===== src/rtl/prbs_rx_checker_pkg.sv =====
// Shared definitions for the PRBS31 receive checker: register map, lock FSM
// states and the sequence/statistics helper functions.
package prbs_pkg;

  localparam logic [2:0] REG_CTRL   = 3'd0;
  localparam logic [2:0] REG_STATUS = 3'd1;
  localparam logic [2:0] REG_BEAT   = 3'd2;
  localparam logic [2:0] REG_ERR    = 3'd3;
  localparam logic [2:0] REG_FRAME  = 3'd4;
  localparam logic [2:0] REG_LOL    = 3'd5;

  typedef enum logic [1:0] {
    IDLE   = 2'd0,
    HUNT   = 2'd1,
    LOCKED = 2'd2
  } rx_state_e;

  // s[i] is the i-th bit in time order; word bit 31 is the earliest bit.
  function automatic logic [31:0] prbs31_next32(input logic [31:0] prev);
    logic [63:0] s;
    logic [31:0] nxt;
    s   = 64'd0;
    nxt = 32'd0;
    for (int i = 0; i < 32; i++) s[i] = prev[31-i];
    for (int i = 32; i < 64; i++) s[i] = s[i-31] ^ s[i-28];
    for (int j = 0; j < 32; j++) nxt[31-j] = s[32+j];
    return nxt;
  endfunction

  function automatic logic [5:0] popcount32(input logic [31:0] v);
    logic [5:0] cnt;
    cnt = 6'd0;
    for (int i = 0; i < 32; i++) cnt = cnt + {5'd0, v[i]};
    return cnt;
  endfunction

  function automatic logic [31:0] sat_add32(input logic [31:0] a, input logic [31:0] b);
    logic [32:0] sum;
    sum = {1'b0, a} + {1'b0, b};
    return sum[32] ? 32'hFFFF_FFFF : sum[31:0];
  endfunction

endpackage


===== src/rtl/prbs_rx_checker_if.sv =====
// Bundle of the checker's AXI-Stream input and AXI4-Lite control port.
interface prbs_rx_checker_if #(
  parameter int C_S_AXI_DATA_WIDTH = 32,
  parameter int C_S_AXI_ADDR_WIDTH = 32
);
  logic                            s_axis_tvalid;
  logic                            s_axis_tready;
  logic                            s_axis_sof;
  logic [31:0]                     s_axis_tdata;
  logic [C_S_AXI_ADDR_WIDTH-1:0]   s_axi_awaddr;
  logic [2:0]                      s_axi_awprot;
  logic                            s_axi_awvalid;
  logic                            s_axi_awready;
  logic [C_S_AXI_DATA_WIDTH-1:0]   s_axi_wdata;
  logic [C_S_AXI_DATA_WIDTH/8-1:0] s_axi_wstrb;
  logic                            s_axi_wvalid;
  logic                            s_axi_wready;
  logic [1:0]                      s_axi_bresp;
  logic                            s_axi_bvalid;
  logic                            s_axi_bready;
  logic [C_S_AXI_ADDR_WIDTH-1:0]   s_axi_araddr;
  logic [2:0]                      s_axi_arprot;
  logic                            s_axi_arvalid;
  logic                            s_axi_arready;
  logic [C_S_AXI_DATA_WIDTH-1:0]   s_axi_rdata;
  logic [1:0]                      s_axi_rresp;
  logic                            s_axi_rvalid;
  logic                            s_axi_rready;

  modport slave (
    input  s_axis_tvalid, s_axis_sof, s_axis_tdata,
    output s_axis_tready,
    input  s_axi_awaddr, s_axi_awprot, s_axi_awvalid, s_axi_wdata, s_axi_wstrb, s_axi_wvalid,
    output s_axi_awready, s_axi_wready, s_axi_bresp, s_axi_bvalid,
    input  s_axi_bready,
    input  s_axi_araddr, s_axi_arprot, s_axi_arvalid, s_axi_rready,
    output s_axi_arready, s_axi_rdata, s_axi_rresp, s_axi_rvalid
  );

  modport master (
    output s_axis_tvalid, s_axis_sof, s_axis_tdata,
    input  s_axis_tready,
    output s_axi_awaddr, s_axi_awprot, s_axi_awvalid, s_axi_wdata, s_axi_wstrb, s_axi_wvalid,
    input  s_axi_awready, s_axi_wready, s_axi_bresp, s_axi_bvalid,
    output s_axi_bready,
    output s_axi_araddr, s_axi_arprot, s_axi_arvalid, s_axi_rready,
    input  s_axi_arready, s_axi_rdata, s_axi_rresp, s_axi_rvalid
  );
endinterface


===== src/rtl/prbs_rx_regs.sv =====
// AXI4-Lite slave for the checker: CTRL register, CLEAR pulse and status read mux.
module prbs_rx_regs
  import prbs_pkg::*;
(
  input  logic              s_axi_aclk,
  input  logic              s_axi_aresetn,
  prbs_rx_checker_if.slave  bus,
  output logic              ctrl_enable_r,
  output logic              clear_s,
  input  logic [31:0]       status_s,
  input  logic [31:0]       beat_cnt_r,
  input  logic [31:0]       err_bits_r,
  input  logic [31:0]       frame_cnt_r,
  input  logic [31:0]       lol_cnt_r
);
  logic        awready_r, bvalid_r, arready_r, rvalid_r;
  logic        wr_fire_s, rd_fire_s, unused_s;
  logic [31:0] rdata_r, rd_mux_s;

  assign wr_fire_s = awready_r & bus.s_axi_awvalid & bus.s_axi_wvalid;
  assign rd_fire_s = arready_r & bus.s_axi_arvalid;
  assign clear_s   = wr_fire_s & (bus.s_axi_awaddr[4:2] == REG_CTRL) & bus.s_axi_wdata[1];
  assign unused_s  = ^{bus.s_axi_awaddr[31:5], bus.s_axi_awaddr[1:0], bus.s_axi_araddr[31:5],
                       bus.s_axi_araddr[1:0], bus.s_axi_wdata[31:2], bus.s_axi_wstrb,
                       bus.s_axi_awprot, bus.s_axi_arprot};

  assign bus.s_axi_awready = awready_r;
  assign bus.s_axi_wready  = awready_r;
  assign bus.s_axi_bvalid  = bvalid_r;
  assign bus.s_axi_bresp   = 2'b00;
  assign bus.s_axi_arready = arready_r;
  assign bus.s_axi_rvalid  = rvalid_r;
  assign bus.s_axi_rdata   = rdata_r;
  assign bus.s_axi_rresp   = 2'b00;

  // Write channel: joint aw/w acceptance, response hold, CTRL register.
  always_ff @(posedge s_axi_aclk or negedge s_axi_aresetn) begin
    if (!s_axi_aresetn) begin
      awready_r     <= 1'b0;
      bvalid_r      <= 1'b0;
      ctrl_enable_r <= 1'b0;
    end else begin
      awready_r <= bus.s_axi_awvalid & bus.s_axi_wvalid & ~awready_r & ~bvalid_r;
      if (wr_fire_s) bvalid_r <= 1'b1;
      else if (bus.s_axi_bready) bvalid_r <= 1'b0;
      if (wr_fire_s && (bus.s_axi_awaddr[4:2] == REG_CTRL)) ctrl_enable_r <= bus.s_axi_wdata[0];
    end
  end

  // Read address decode; offsets beyond the map read as zero.
  always_comb begin
    rd_mux_s = 32'd0;
    case (bus.s_axi_araddr[4:2])
      REG_CTRL:   rd_mux_s = {31'd0, ctrl_enable_r};
      REG_STATUS: rd_mux_s = status_s;
      REG_BEAT:   rd_mux_s = beat_cnt_r;
      REG_ERR:    rd_mux_s = err_bits_r;
      REG_FRAME:  rd_mux_s = frame_cnt_r;
      REG_LOL:    rd_mux_s = lol_cnt_r;
      default:    rd_mux_s = 32'd0;
    endcase
  end

  // Read channel: one-cycle arready, data captured at acceptance and held until taken.
  always_ff @(posedge s_axi_aclk or negedge s_axi_aresetn) begin
    if (!s_axi_aresetn) begin
      arready_r <= 1'b0;
      rvalid_r  <= 1'b0;
      rdata_r   <= 32'd0;
    end else begin
      arready_r <= bus.s_axi_arvalid & ~rvalid_r & ~arready_r;
      if (rd_fire_s) begin
        rvalid_r <= 1'b1;
        rdata_r  <= rd_mux_s;
      end else if (bus.s_axi_rready) begin
        rvalid_r <= 1'b0;
      end
    end
  end
endmodule


===== src/flat_wrapper.sv =====
// flat-port wrapper written by rule: the top's interface ports become plain ports
module prbs_rx_regs_flat import prbs_pkg::*;
  (s_axi_aclk, s_axi_aresetn, ctrl_enable_r, clear_s, status_s, beat_cnt_r, err_bits_r, frame_cnt_r, lol_cnt_r, bus_s_axis_tvalid, bus_s_axis_sof, bus_s_axis_tdata, bus_s_axis_tready, bus_s_axi_awaddr, bus_s_axi_awprot, bus_s_axi_awvalid, bus_s_axi_wdata, bus_s_axi_wstrb, bus_s_axi_wvalid, bus_s_axi_awready, bus_s_axi_wready, bus_s_axi_bresp, bus_s_axi_bvalid, bus_s_axi_bready, bus_s_axi_araddr, bus_s_axi_arprot, bus_s_axi_arvalid, bus_s_axi_rready, bus_s_axi_arready, bus_s_axi_rdata, bus_s_axi_rresp, bus_s_axi_rvalid);
  prbs_rx_checker_if bus_i ();
  input  logic s_axi_aclk;
  input  logic s_axi_aresetn;
  output logic ctrl_enable_r;
  output logic clear_s;
  input  logic [31:0] status_s;
  input  logic [31:0] beat_cnt_r;
  input  logic [31:0] err_bits_r;
  input  logic [31:0] frame_cnt_r;
  input  logic [31:0] lol_cnt_r;
  input wire logic [$bits(bus_i.s_axis_tvalid)-1:0] bus_s_axis_tvalid;
  input wire logic [$bits(bus_i.s_axis_sof)-1:0] bus_s_axis_sof;
  input wire logic [$bits(bus_i.s_axis_tdata)-1:0] bus_s_axis_tdata;
  output wire logic [$bits(bus_i.s_axis_tready)-1:0] bus_s_axis_tready;
  input wire logic [$bits(bus_i.s_axi_awaddr)-1:0] bus_s_axi_awaddr;
  input wire logic [$bits(bus_i.s_axi_awprot)-1:0] bus_s_axi_awprot;
  input wire logic [$bits(bus_i.s_axi_awvalid)-1:0] bus_s_axi_awvalid;
  input wire logic [$bits(bus_i.s_axi_wdata)-1:0] bus_s_axi_wdata;
  input wire logic [$bits(bus_i.s_axi_wstrb)-1:0] bus_s_axi_wstrb;
  input wire logic [$bits(bus_i.s_axi_wvalid)-1:0] bus_s_axi_wvalid;
  output wire logic [$bits(bus_i.s_axi_awready)-1:0] bus_s_axi_awready;
  output wire logic [$bits(bus_i.s_axi_wready)-1:0] bus_s_axi_wready;
  output wire logic [$bits(bus_i.s_axi_bresp)-1:0] bus_s_axi_bresp;
  output wire logic [$bits(bus_i.s_axi_bvalid)-1:0] bus_s_axi_bvalid;
  input wire logic [$bits(bus_i.s_axi_bready)-1:0] bus_s_axi_bready;
  input wire logic [$bits(bus_i.s_axi_araddr)-1:0] bus_s_axi_araddr;
  input wire logic [$bits(bus_i.s_axi_arprot)-1:0] bus_s_axi_arprot;
  input wire logic [$bits(bus_i.s_axi_arvalid)-1:0] bus_s_axi_arvalid;
  input wire logic [$bits(bus_i.s_axi_rready)-1:0] bus_s_axi_rready;
  output wire logic [$bits(bus_i.s_axi_arready)-1:0] bus_s_axi_arready;
  output wire logic [$bits(bus_i.s_axi_rdata)-1:0] bus_s_axi_rdata;
  output wire logic [$bits(bus_i.s_axi_rresp)-1:0] bus_s_axi_rresp;
  output wire logic [$bits(bus_i.s_axi_rvalid)-1:0] bus_s_axi_rvalid;
  assign bus_i.s_axis_tvalid = bus_s_axis_tvalid;
  assign bus_i.s_axis_sof = bus_s_axis_sof;
  assign bus_i.s_axis_tdata = bus_s_axis_tdata;
  assign bus_s_axis_tready = bus_i.s_axis_tready;
  assign bus_i.s_axi_awaddr = bus_s_axi_awaddr;
  assign bus_i.s_axi_awprot = bus_s_axi_awprot;
  assign bus_i.s_axi_awvalid = bus_s_axi_awvalid;
  assign bus_i.s_axi_wdata = bus_s_axi_wdata;
  assign bus_i.s_axi_wstrb = bus_s_axi_wstrb;
  assign bus_i.s_axi_wvalid = bus_s_axi_wvalid;
  assign bus_s_axi_awready = bus_i.s_axi_awready;
  assign bus_s_axi_wready = bus_i.s_axi_wready;
  assign bus_s_axi_bresp = bus_i.s_axi_bresp;
  assign bus_s_axi_bvalid = bus_i.s_axi_bvalid;
  assign bus_i.s_axi_bready = bus_s_axi_bready;
  assign bus_i.s_axi_araddr = bus_s_axi_araddr;
  assign bus_i.s_axi_arprot = bus_s_axi_arprot;
  assign bus_i.s_axi_arvalid = bus_s_axi_arvalid;
  assign bus_i.s_axi_rready = bus_s_axi_rready;
  assign bus_s_axi_arready = bus_i.s_axi_arready;
  assign bus_s_axi_rdata = bus_i.s_axi_rdata;
  assign bus_s_axi_rresp = bus_i.s_axi_rresp;
  assign bus_s_axi_rvalid = bus_i.s_axi_rvalid;
  prbs_rx_regs u_core (.s_axi_aclk(s_axi_aclk), .s_axi_aresetn(s_axi_aresetn), .bus(bus_i), .ctrl_enable_r(ctrl_enable_r), .clear_s(clear_s), .status_s(status_s), .beat_cnt_r(beat_cnt_r), .err_bits_r(err_bits_r), .frame_cnt_r(frame_cnt_r), .lol_cnt_r(lol_cnt_r));
endmodule

===== config.mk =====
export PLATFORM = sky130hd
export DESIGN_NAME = prbs_rx_regs_flat
export DESIGN_NICKNAME = d
export VERILOG_FILES = /design/src/rtl/prbs_rx_checker_pkg.sv /design/src/rtl/prbs_rx_checker_if.sv /design/src/rtl/prbs_rx_regs.sv /design/src/flat_wrapper.sv
export SDC_FILE = /design/constraint.sdc
export NUM_CORES = 1
export LEC_CHECK = 0
export ABC_AREA = 1
export ABC_CLOCK_PERIOD_IN_PS = 1270
export BUFFER_PORTS_ARGS = -buffer_cell sky130_fd_sc_hd__buf_2
export CAP_MARGIN = 30
export CORE_AREA = 2 2 135 137
export CTS_CLUSTER_DIAMETER = 150
export DETAILED_ROUTE_END_ITERATION = 8
export DIE_AREA = 0 0 137 139
export PLACE_DENSITY = 0.55
export SLEW_MARGIN = 10
export SYNTH_ARGS = -nofsm -noshare
export SYNTH_HDL_FRONTEND = slang
export SYNTH_SLANG_ARGS = --single-unit

===== constraint.sdc =====
create_clock -name s_axi_aclk -period 1.27 [get_ports s_axi_aclk]
set_input_delay 0.127 -clock s_axi_aclk [delete_from_list [all_inputs] [get_ports s_axi_aclk]]
set_output_delay 0.127 -clock s_axi_aclk [all_outputs]
set_load 0.03 [all_outputs]

Word level (Yosys, flattened, before mapping)
Cells that the tools add are included.
- bits in registers: 37
- latch bits: 0
- memory bits (writable): 0
- bits in read-only memories: 0
- input port bits: 307
- output and inout bits: 44
- memories kept: 0
- add/sub/neg operators: 0
- $mul: 0
- div/mod/pow operators: 0
- $lt $le $gt $ge: 0
- equal/unequal tests: 5
- shifts and indexed selects: 0
- muxes and demuxes: 5
- bitwise gates (word level): 14
- reduce and logical (&&, ||, !) cells: 5
- operators with widths (operator ; number):
    case mux 32 bit (6 select lines) ; 1
    bitwise AND 1 bit ; 10
    equality test 3 x 2 -> 1 bit (second input constant) ; 2
    equality test 3 bit (second input constant) ; 2
    logical NOT 3 bit ; 2
    2-to-1 mux 1 bit ; 4
    NOT 1 bit ; 4
    nonzero test 2 bit ; 2
    equality test 3 x 1 -> 1 bit (second input constant) ; 1
    logical AND 1 bit ; 1

Depth between registers and ports, before layout
- depth after elaboration: 4
- depth in mapped cells: 9
- mapped depth without buffers: 7

Worst setup path before layout
OpenSTA, ideal clock, no wires.
- path kind: register -> output
- start: reg u_core.awready_r, in the netlist u_core.bus.s_axi_awready
- end: out clear_s
- arrival: 1237 ps
- required time: 1143 ps
- path slack: -94 ps
- cell stages (with the launch flop): 5
- cell sequence: dfrtp_1 -> inv_1 -> nor2_1 -> nand2_1 -> nor2_1
- longest elaborated chain between the ends: 4
- ends and longest elaborated chain (element ; line ; RTL):
    start, declared ; prbs_rx_regs.sv:16 ; logic awready_r, bvalid_r, arready_r, rvalid_r;
    start signal, assigned ; prbs_rx_regs.sv:43 ; awready_r <= bus.s_axi_awvalid & bus.s_axi_wvalid & ~awready_r & ~bvalid_r;
    bitwise AND 1 bit (2 in a row) ; prbs_rx_regs.sv:20 ; assign wr_fire_s = awready_r & bus.s_axi_awvalid & bus.s_axi_wvalid;
    bitwise AND 1 bit (2 in a row) ; prbs_rx_regs.sv:22 ; assign clear_s = wr_fire_s & (bus.s_axi_awaddr[4:2] == REG_CTRL) & bus.s_axi_wdata[1];
    end, declared ; flat_wrapper.sv:8 ; output logic clear_s;
Every way passes these cells.

Worst setup path after layout
Ends and elaborated chain as after synthesis.

==> flow_summary.ini <==
[routing]
drc_errors = 0
drt_iter0_drc = 189
drtAntennaViolNets = 0
dr.pass1.iters = 4
vias_per_cell = 4.16
post_drt_wl_per_cell_um = 14.5
vias = 4089
drt_wl_total_um = 14300

[status]
failed_checks = setup timing
status = finished, violations left

[synth]
yosys_warnings = 1
yosysMostFrequentCell = nand2_1
yosys.area.top_type = dfrtp_1
ys_top_cells_by_area = dfrtp_1, nand2_1, nor2_1
syn_avg_cell_area_um2 = 5.78
ys_types = 21
yosys_register_bits = 37
syn_inst = 527
synth_top_area_share_pct = 30.4
ys_dominant_reg_cell = dfrtp_1
syn_area_mm2 = 0.00305
synth-async-reset-ratio_pct = 100
netlist_top_cells_count = nand2_1, nor2_1, inv_1, nand3_1, nand4_1
ys_seq_area_share_pct = 30.4
synth-edff-count = 0

[critical_path]
worst-path-stages = 5
crit_buf_inv = 2
worstSetupPathType = reg2out
slowest_stage = dfrtp_1
reg2reg_depth = 8
r2r-end = u_core.ctrl_enable_r$_DFFE_PN0P_
r2r-start = u_core.bus.s_axi_awready$_DFF_PN0_
r2r_slack_ps = 80
cp.required_ps = 1140
crit_path_max_fanout = 2
path_cells = inv_2 -> nor2_4 -> nand2_2 -> nor2_2 -> buf_6
max_stage_delay_ps = 360
cp-start-kind = register
crit_path_end_kind = output pin
cp.arrival_ps = 1140
cpLargestDelayFamily = flip-flops

[power_and_ir_drop]
p_total_mw = 5.22
irDropWorstVdd_v = 0.000530
leakage_nw = 2.95
powerDensity_mw_per_mm2 = 1080

[clocking]
cts_tree = done
cts_buffers = 5
clkSinkCount = 37
htreeDepth = 2
clk_path_buf_depth = 2
path_clk_slew_ps = 60
cts-root-buf = clkbuf_16
clock_latency_ps = 280

[sta]
setup_viol = 1
setup_tns_ps = -0.909
skew_ps = 2.07
post-route-min-period_ps = 1270
rsz0062_at_grt = true
setup_ws_ps = -0.909
hold_violations = 0
min_period_over_period_pct = 100
max_freq_ghz = 0.787
maxSlewViolCount = 0

[floorplanning]
start_util_pct = 17.2
core-area_mm2 = 0.0177
die_w_um = 137
die_h_um = 139
die_area_mm2 = 0.0190
io_pins = 351
std_cell_rows = 49

[placed_design]
gp_congestion = 0.787
dp_worst_setup_slack_ps = -126
place_inst = 968
dp_hpwl_um = 11600
port_buffers = 213

[hold_path]
min_to = u_core.bus.s_axi_rvalid$_DFFE_PN0P_
hp-class = in2reg
hold_path.startpoint = bus_s_axi_rready
whs_path_depth = 2

[finish]
instances_no_fill = 982
syn_to_final_growth_pct = 58.3
drive_above_1_share_pct = 36.3
layout.nets = 1058
seq_area_um2 = 927
utilization_pct = 27.3
nFillCells = 2010
multi_input_area_mm2 = 0.00163

[global_route]
grt_max_degree = 38
track_usage_pct = 14.4
grt_pass1_wl_um = 21000
antenna_found_initial = 3
overflow = 0
grt_pass1_vias = 3880

[run]
maxCapViolCount = 0
==> worst max-delay path by stage <==
stage / from / to / slack, ps
floorplan: u_core.bus.s_axi_awready$_DFF_PN0_ / clear_s / 30
global placement: bus_s_axi_araddr[4] / u_core.bus.s_axi_rdata[25]$_DFFE_PN0P_ / -140
detailed placement: bus_s_axi_araddr[4] / u_core.bus.s_axi_rdata[25]$_DFFE_PN0P_ / -130
CTS: u_core.bus.s_axi_awready$_DFF_PN0_ / clear_s / -30
global route: u_core.bus.s_axi_awready$_DFF_PN0_ / clear_s / -70
finish: u_core.bus.s_axi_awready$_DFF_PN0_ / clear_s / -0.9
==> kinds of logic (layout without fill, tap and decap cells) <==
group / count (synthesis) / in the layout / share of synthesized area [%]
buffers and inverters: 124 / 345 / 17.1
AO/OA/AOI/OAI: 22 / 22 / 3.66
flip-flops: 37 / 37 / 30.4
other: 1 / 6 / 0.123
AND/OR/NAND/NOR: 343 / 343 / 48.8
==> layer usage <==
layer | wire length (µm) | GRT usage [%] | share of wire (%) | up-vias
met3 | 1500 | 4.39 | 11 | 15
met2 | 6590 | 25.4 | 46 | 209
li1 | - | - | - | 2081
met5 | 21 | 0 | 0.15 | -
met1 | 6060 | 17.6 | 42 | 1780
met4 | 112 | 2.06 | 0.78 | 4
==> timing repair <==
item	4_1_cts	5_1_grt
endpoints found under the setup margin	1	2
hold buffers	1	0
pin swaps	2	1
setup buffers	4	0
resized for setup	6	1
hold endpoints to repair	37	0
==> per-stage QoR <==
| stage | hold slack (ps) | instance area [µm²] |
|---|---|---|
| 6_report | 23.3 | 4820 |
| 5_1_grt | 24.2 | 4820 |
| 4_1_cts | 17.4 | 4810 |
| 3_5_place_dp | 118 | 4570 |
| 3_3_place_gp | 114 | 4570 |
| 2_1_floorplan | -169 | 3060 |
==> area by class of cell <==
type,count,area share [%]
multi-input combinational,370,33.8
timing repair buffer,251,30.4
sequential,37,19.2
inverter,86,6.70
tap,229,5.94
clock buffer,5,2.60
clock inverter,3,1.35
antenna,1,0.0519
==> state kept, by name (all words and copies together), names as in the netlist <==
| register | cells |
|---|---|
| u_core.bus.s_axi_bvalid | 1 |
| u_core.bus.s_axi_rdata | 32 |
| u_core.bus.s_axi_arready | 1 |
| u_core.ctrl_enable_r | 1 |
| u_core.bus.s_axi_rvalid | 1 |
| u_core.bus.s_axi_awready | 1 |
==> where the power goes <==
part	total [mW]	switching (mW)	internal, mW
logic	2.02	1.33	0.689
clock network	1.63	0.506	1.12
registers	1.58	0.141	1.44
total	5.22	1.97	3.25
==> cells in the final DEF, fill, tap and decap left out, drive strengths merged <==
master       instances
dlygate4sd3          1
clkinv               6
inv                 81
nand4               41
clkbuf               5
dfrtp               37
bufinv               2
o21ai               10
nand3               59
diode                1
o22ai                1
nor2                89
a21oi               11
buf                250
nor3                 3
conb                 5
nand2              151
==> worst reg2reg max path: stages (launching register included) <==
cell and delay (ps):
dfrtp_1 360, inv_2 60, nor2_4 110, nand2_2 80
buf_4 150, buf_4 120, buf_4 120, nand2_1 50
nand2_1 40
Note: power is estimated with default switching activity, not from simulation.
